===== config.mk =====
export PLATFORM = sky130hd
export DESIGN_NAME = y_row_addr_sequencer
export DESIGN_NICKNAME = d
export VERILOG_FILES = /design/src/rtl/y_mat_pkg.sv /design/src/rtl/y_idx_slot_mux.sv /design/src/rtl/y_row_addr_sequencer.sv
export SDC_FILE = /design/constraint.sdc
export NUM_CORES = 1
export LEC_CHECK = 0
export CAP_MARGIN = 20
export CORE_MARGIN = 4
export CORE_UTILIZATION = 45
export DETAILED_ROUTE_END_ITERATION = 8
export GPL_TIMING_DRIVEN = 0
export PLACE_DENSITY = 0.79
export SLEW_MARGIN = 30
export SYNTH_ARGS = -nofsm -noshare
export SYNTH_HDL_FRONTEND = slang
export SYNTH_SLANG_ARGS = --single-unit

===== constraint.sdc =====
create_clock -name clock_i -period 3.2 [get_ports clock_i]
set_input_delay 0.64 -clock clock_i [delete_from_list [all_inputs] [get_ports clock_i]]
set_output_delay 0.64 -clock clock_i [all_outputs]
set_load 0.05 [all_outputs]

===== src/rtl/y_mat_pkg.sv =====
`default_nettype none
// ============================================================================
//  Module   : y_mat_pkg
//  Purpose  : Shared constants, FSM state encoding and slot-to-row helper for
//             the Y-matrix row-address extractor.
//  Ports    : none (package)
//  Revision : 1.0  initial release
// ============================================================================
package y_mat_pkg;

    localparam int SLOTS_PER_WORD = 16;
    localparam int SLOT_W         = 16;
    localparam int WORD_W         = SLOTS_PER_WORD * SLOT_W;   // 256
    localparam int SLOT_IDX_W     = 4;
    localparam int DEF_ADDR_W     = 11;

    // Slots are walked from the top of the word down to slot 0.
    localparam logic [SLOT_IDX_W-1:0] LAST_SLOT = 4'd15;

    typedef enum logic [2:0] {
        ST_IDLE   = 3'd0,
        ST_REQ    = 3'd1,
        ST_WAIT   = 3'd2,
        ST_STREAM = 3'd3,
        ST_FIN    = 3'd4
    } seq_state_e;

    // Slot k carries row 16-k, except slot 0 which carries row 0.
    function automatic logic [SLOT_W-1:0] slot_to_row(input logic [SLOT_IDX_W-1:0] slot);
        logic [SLOT_W-1:0] row;
        if (slot == '0) begin
            row = '0;
        end else begin
            row = SLOT_W'(SLOTS_PER_WORD) - SLOT_W'(slot);
        end
        return row;
    endfunction

endpackage : y_mat_pkg
`default_nettype wire


===== src/rtl/y_idx_slot_mux.sv =====
`default_nettype none
// ============================================================================
//  Module   : y_idx_slot_mux
//  Purpose  : Combinational slot selector. Picks one 16-bit slot out of a
//             packed index word and derives the Y-matrix row address pair
//             and the row number carried by that slot.
//  Ports    : word_i          256-bit packed index word
//             slot_i          slot number 0..15
//             row_addr_o      low ADDR_W bits of the selected slot
//             row_addr_next_o row_addr_o + 1, wrapping in ADDR_W bits
//             row_idx_o       row number of the selected slot
//  Revision : 1.0  initial release
// ============================================================================
module y_idx_slot_mux
    import y_mat_pkg::*;
#(
    parameter int ADDR_W = DEF_ADDR_W
) (
    input  logic [WORD_W-1:0]     word_i,
    input  logic [SLOT_IDX_W-1:0] slot_i,
    output logic [ADDR_W-1:0]     row_addr_o,
    output logic [ADDR_W-1:0]     row_addr_next_o,
    output logic [SLOT_W-1:0]     row_idx_o
);

    logic [SLOTS_PER_WORD-1:0][SLOT_W-1:0] slots_w;
    logic [SLOT_W-1:0]                     field_w;
    // Field bits above ADDR_W are intentionally discarded.
    logic                                  unused_field_w;

    assign slots_w        = word_i;
    assign field_w        = slots_w[slot_i];
    assign unused_field_w = ^field_w;

    always_comb begin
        row_addr_o      = field_w[ADDR_W-1:0];
        // Kept in ADDR_W bits so the top address wraps to zero.
        row_addr_next_o = field_w[ADDR_W-1:0] + ADDR_W'(1);
        row_idx_o       = slot_to_row(slot_i);
    end

endmodule : y_idx_slot_mux
`default_nettype wire


===== src/rtl/y_row_addr_sequencer.sv =====
`default_nettype none
// ============================================================================
//  Module   : y_row_addr_sequencer
//  Purpose  : Reads num_words consecutive packed index words starting at
//             base_addr, and for each word streams its 16 slots in row order
//             1..15,0 as (row_addr, row_addr+1) pairs over valid/ready.
//  Ports    : clock_i, reset_i        clock, synchronous active-high reset
//             start_i                 job request (sampled in IDLE only)
//             base_addr_i/num_words_i job parameters, sampled with start_i
//             busy_o, done_o          job status / one-cycle completion pulse
//             idx_rd_en_o/_addr_o     index SRAM read request
//             idx_rd_data_i           index SRAM read data (SRAM_LAT later)
//             row_idx_o, row_addr_o,
//             row_addr_next_o,
//             row_valid_o/row_ready_i downstream row stream
//  Revision : 1.0  initial release
// ============================================================================
module y_row_addr_sequencer
    import y_mat_pkg::*;
#(
    parameter int IDX_AW   = 8,
    parameter int ADDR_W   = DEF_ADDR_W,
    parameter int SRAM_LAT = 1
) (
    input  logic              clock_i,
    input  logic              reset_i,
    input  logic              start_i,
    input  logic [IDX_AW-1:0] base_addr_i,
    input  logic [7:0]        num_words_i,
    output logic              busy_o,
    output logic              done_o,
    output logic              idx_rd_en_o,
    output logic [IDX_AW-1:0] idx_rd_addr_o,
    input  logic [WORD_W-1:0] idx_rd_data_i,
    output logic [SLOT_W-1:0] row_idx_o,
    output logic [ADDR_W-1:0] row_addr_o,
    output logic [ADDR_W-1:0] row_addr_next_o,
    output logic              row_valid_o,
    input  logic              row_ready_i
);

    // Latency counter runs 0..SRAM_LAT-1 inside WAIT.
    localparam int               LAT_W    = (SRAM_LAT > 1) ? $clog2(SRAM_LAT) : 1;
    localparam logic [LAT_W-1:0] LAT_LAST = LAT_W'(SRAM_LAT - 1);

    seq_state_e              state_q, state_d;
    logic [IDX_AW-1:0]       base_q, base_d;
    logic [7:0]              num_q, num_d;
    logic [7:0]              word_cnt_q, word_cnt_d;
    logic [SLOT_IDX_W-1:0]   slot_q, slot_d;
    logic [LAT_W-1:0]        lat_q, lat_d;
    logic [WORD_W-1:0]       word_q, word_d;

    logic [ADDR_W-1:0]       mux_addr_w;
    logic [ADDR_W-1:0]       mux_addr_next_w;
    logic [SLOT_W-1:0]       mux_row_idx_w;

    y_idx_slot_mux #(
        .ADDR_W (ADDR_W)
    ) u_slot_mux (
        .word_i          (word_q),
        .slot_i          (slot_q),
        .row_addr_o      (mux_addr_w),
        .row_addr_next_o (mux_addr_next_w),
        .row_idx_o       (mux_row_idx_w)
    );

    // ------------------------------------------------------------------
    // State register
    // ------------------------------------------------------------------
    always_ff @(posedge clock_i) begin
        if (reset_i) begin
            state_q    <= ST_IDLE;
            base_q     <= '0;
            num_q      <= '0;
            word_cnt_q <= '0;
            slot_q     <= '0;
            lat_q      <= '0;
            word_q     <= '0;
        end else begin
            state_q    <= state_d;
            base_q     <= base_d;
            num_q      <= num_d;
            word_cnt_q <= word_cnt_d;
            slot_q     <= slot_d;
            lat_q      <= lat_d;
            word_q     <= word_d;
        end
    end

    // ------------------------------------------------------------------
    // Next-state and output logic
    // ------------------------------------------------------------------
    always_comb begin
        state_d         = state_q;
        base_d          = base_q;
        num_d           = num_q;
        word_cnt_d      = word_cnt_q;
        slot_d          = slot_q;
        lat_d           = lat_q;
        word_d          = word_q;

        busy_o          = 1'b0;
        done_o          = 1'b0;
        idx_rd_en_o     = 1'b0;
        idx_rd_addr_o   = '0;
        row_valid_o     = 1'b0;
        row_idx_o       = '0;
        row_addr_o      = '0;
        row_addr_next_o = '0;

        case (state_q)
            ST_IDLE: begin
                if (start_i) begin
                    if (num_words_i != 8'd0) begin
                        base_d     = base_addr_i;
                        num_d      = num_words_i;
                        word_cnt_d = 8'd0;
                        state_d    = ST_REQ;
                    end else begin
                        // Empty job: complete without touching the SRAM.
                        state_d    = ST_FIN;
                    end
                end
            end

            ST_REQ: begin
                busy_o        = 1'b1;
                idx_rd_en_o   = 1'b1;
                // Address wraps naturally in IDX_AW bits.
                idx_rd_addr_o = base_q + IDX_AW'(word_cnt_q);
                lat_d         = '0;
                state_d       = ST_WAIT;
            end

            ST_WAIT: begin
                busy_o = 1'b1;
                if (lat_q == LAT_LAST) begin
                    word_d  = idx_rd_data_i;
                    slot_d  = LAST_SLOT;
                    state_d = ST_STREAM;
                end else begin
                    lat_d = lat_q + LAT_W'(1);
                end
            end

            ST_STREAM: begin
                busy_o          = 1'b1;
                row_valid_o     = 1'b1;
                row_idx_o       = mux_row_idx_w;
                row_addr_o      = mux_addr_w;
                row_addr_next_o = mux_addr_next_w;
                // Without a transfer nothing moves, so outputs hold stable.
                if (row_ready_i) begin
                    if (slot_q != '0) begin
                        slot_d = slot_q - SLOT_IDX_W'(1);
                    end else if (word_cnt_q == (num_q - 8'd1)) begin
                        state_d = ST_FIN;
                    end else begin
                        word_cnt_d = word_cnt_q + 8'd1;
                        state_d    = ST_REQ;
                    end
                end
            end

            ST_FIN: begin
                done_o  = 1'b1;
                state_d = ST_IDLE;
            end

            default: begin
                state_d = ST_IDLE;
            end
        endcase
    end

endmodule : y_row_addr_sequencer
`default_nettype wire


==> metrics <==
PD cells 481 mW/mm^2; final core occ 65.7%; dpl cells 1650; crit-path max FO 6; Hold Path Class reg -> reg; synthesis-to-finish area growth 44.0%; leakage 5.08 nW; Initial Util 45.7%; synthesized area 0.00960 mm^2; clk_skew 0.0330 ns; nets@finish 1723; drt pass-1 iters 5; Critical Path Source Type flop; first-pass GRT wire length 51300 um; CTS tree yes; final wirelength 35200 um; drt via density 5.59; clk slew on worst S/H paths 0.06 ns; H-tree levels 1; Final HPWL DP 25100 um; GRT Total Usage 27.1%; failing checks setup timing; CP Class reg -> out; #FFs+latches synth 207; grt ovf 0; largest net degree at the start of global routing 13; initial antenna violation count 0; register area share after synthesis 43.2%; GPL Wtd Cong 0.964; measured slew at the worst slew-check pin 1.04 ns; VDD IR max 0.351 mV; hold-critical path depth 2; Final ANT Viol Nets 0; Syn Inst Count 1132; via count 9651; Core ar. 0.0210 mm^2; worst path required time 2.56 ns; max-slew violations 0; Clock Latency Late Sink 0.53 ns; Routed wire per std cell 20.4 um; max cap viols 0; Worst EP arrival 3.17 ns; Die W 154 um; violation count after the first detailed-route iteration 916; Synth Flop Type dfxtp_1; Max Freq 263 MHz; non-filler cells, final 1725; number of flops mapped to enable cells by yosys 0; CTS sink cnt 207; Critical Path Sink Type output pin; TritonCTS Buffers 23; unrepaired setup endpoints after global routing true; YS warnings 0; final setup violation count 22; die area 0.0237 mm^2; CTS Hold Buffers Added 0; residual DRC count 0; share of layout cells above drive strength 1 16.6%; number of top-level pins 326; Root Buffer Master clkbuf_16; Synth cell types 51; ys async rst share 0%; vias in the first global route 9307; syn avg cell area 8.48 um^2; Slew headroom 30.5%; Tmin final 3.81 ns; worst r2r path cells 14; setup ws final -0.605 ns; Row Count 53; status complete, but fails checks; post-route total power 6.65 mW; period utilization 119%; Die Span Y 154 um; clk buf depth 3; I/O Buffers 232; Final Hold Violating Endpoints 0; ANT cells 0
[worst max-delay path, cell delays in order (launching register included)]
cell,delay (ns)
dfxtp_4,0.46
buf_12,0.18
buf_12,0.15
mux4_2,0.56
mux4_2,0.58
nand2_4,0.14
nor3_1,0.07
xnor2_1,0.24
nor2_2,0.08
buf_6,0.20
[power by group]
part	switching [mW]	leakage (nW)	internal (mW)	total, mW
Sequential	0.110	1.69	2.73	2.84
Clock	1.07	0.335	1.35	2.41
Combinational	0.728	3.06	0.668	1.40
[registers in the layout, indices dropped and copies added, names as in the netlist]
| register | flops |
|---|---|
| slot_q | 4 |
| word_q | 176 |
| base_q | 8 |
| num_q | 8 |
| word_cnt_q | 8 |
| state_q | 3 |
[metal layers]
metal  wire [um]  vias to the layer above  global-route usage (%)
met2       16400                      589                    45.2
li1            -                     4428                       -
met4        1930                        0                    10.9
met1       12900                     4493                    34.0
met3        3900                      141                    6.30
met5           0                        -                       0
[placed cells by master (no fill, tap or decap), types with 24 or more instances in the layout]
| cell | instances |
|---|---|
| nand2_1 | 363 |
| clkdlybuf4s50_1 | 196 |
| buf_6 | 31 |
| buf_4 | 32 |
| nor2_1 | 42 |
| clkbuf_1 | 70 |
| dfxtp_1 | 204 |
| a21oi_1 | 190 |
| clkbuf_16 | 24 |
| mux4_2 | 51 |
[stage by stage]
| step | setup WS (ns) | TNS (ns) | cell area [um^2] | hold WS, ns |
|---|---|---|---|---|
| finish | -0.605 | -7.42 | 13800 | 0.454 |
| floorplan | -0.133 | -0.133 | 9690 | 0.433 |
| global route | -0.651 | -8.27 | 13800 | 0.466 |
| detailed placement | -1.16 | -15.53 | 12400 | 0.445 |
| global placement | -1.14 | -14.66 | 12400 | 0.439 |
| CTS | -0.541 | -5.40 | 13400 | 0.452 |
[cell usage after synthesis (all sizes together), types with 3 or more instances]
cell	count	area, um^2
buf	27	193
nand3	3	15.0
inv	9	33.8
a211oi	4	30.0
nor4	4	25.0
nand4	4	25.0
dfxtp	207	4140
mux4	51	1150
o21ai	14	77.6
and2	18	113
mux2i	30	300
xor2	11	96.3
nand2	367	1380
a21oi	194	971
or3	11	68.8
clkbuf	67	251
nor3	6	30.0
nor2	47	176
ha	11	138
xnor2	13	114
nand2b	3	18.8
[path summary, 6_finish.rpt]
check	start	endpoint	slack, ns
worst max register to register	slot_q[0]	word_cnt_q[6]	0.12
worst min register to register	word_q[98]	word_q[98]	0.45
worst max-delay path	slot_q[0]	row_addr_next_o[9]	-0.61
worst min-delay path	word_q[98]	word_q[98]	0.45
[cell type report]
class	instances	area (um^2)
clock buffer	31	616
fill	1601	7200
buffer	93	523
timing repair buffer	268	2780
tap	275	344
multi-input combinational	831	5310
sequential	207	4150
inverter	11	46.3
clock inverter	9	48.8
[cells by family after synthesis]
logic type / synth area share [%]
flops: 43.2
simple gates: 20.3
mux: 15.1
buf+inv: 5.06
xor+xnor: 2.19
fa+ha+maj: 1.64
other cells: 0.0391
compound gates: 12.5
[repair_timing]
action	4_1_cts	5_1_grt
pin swaps	11	16
resized for setup	253	69
setup endpoints to repair	36	35
cloned	3	1
setup buffers	14	21
No activity file was read; power rests on OpenSTA's default activity.
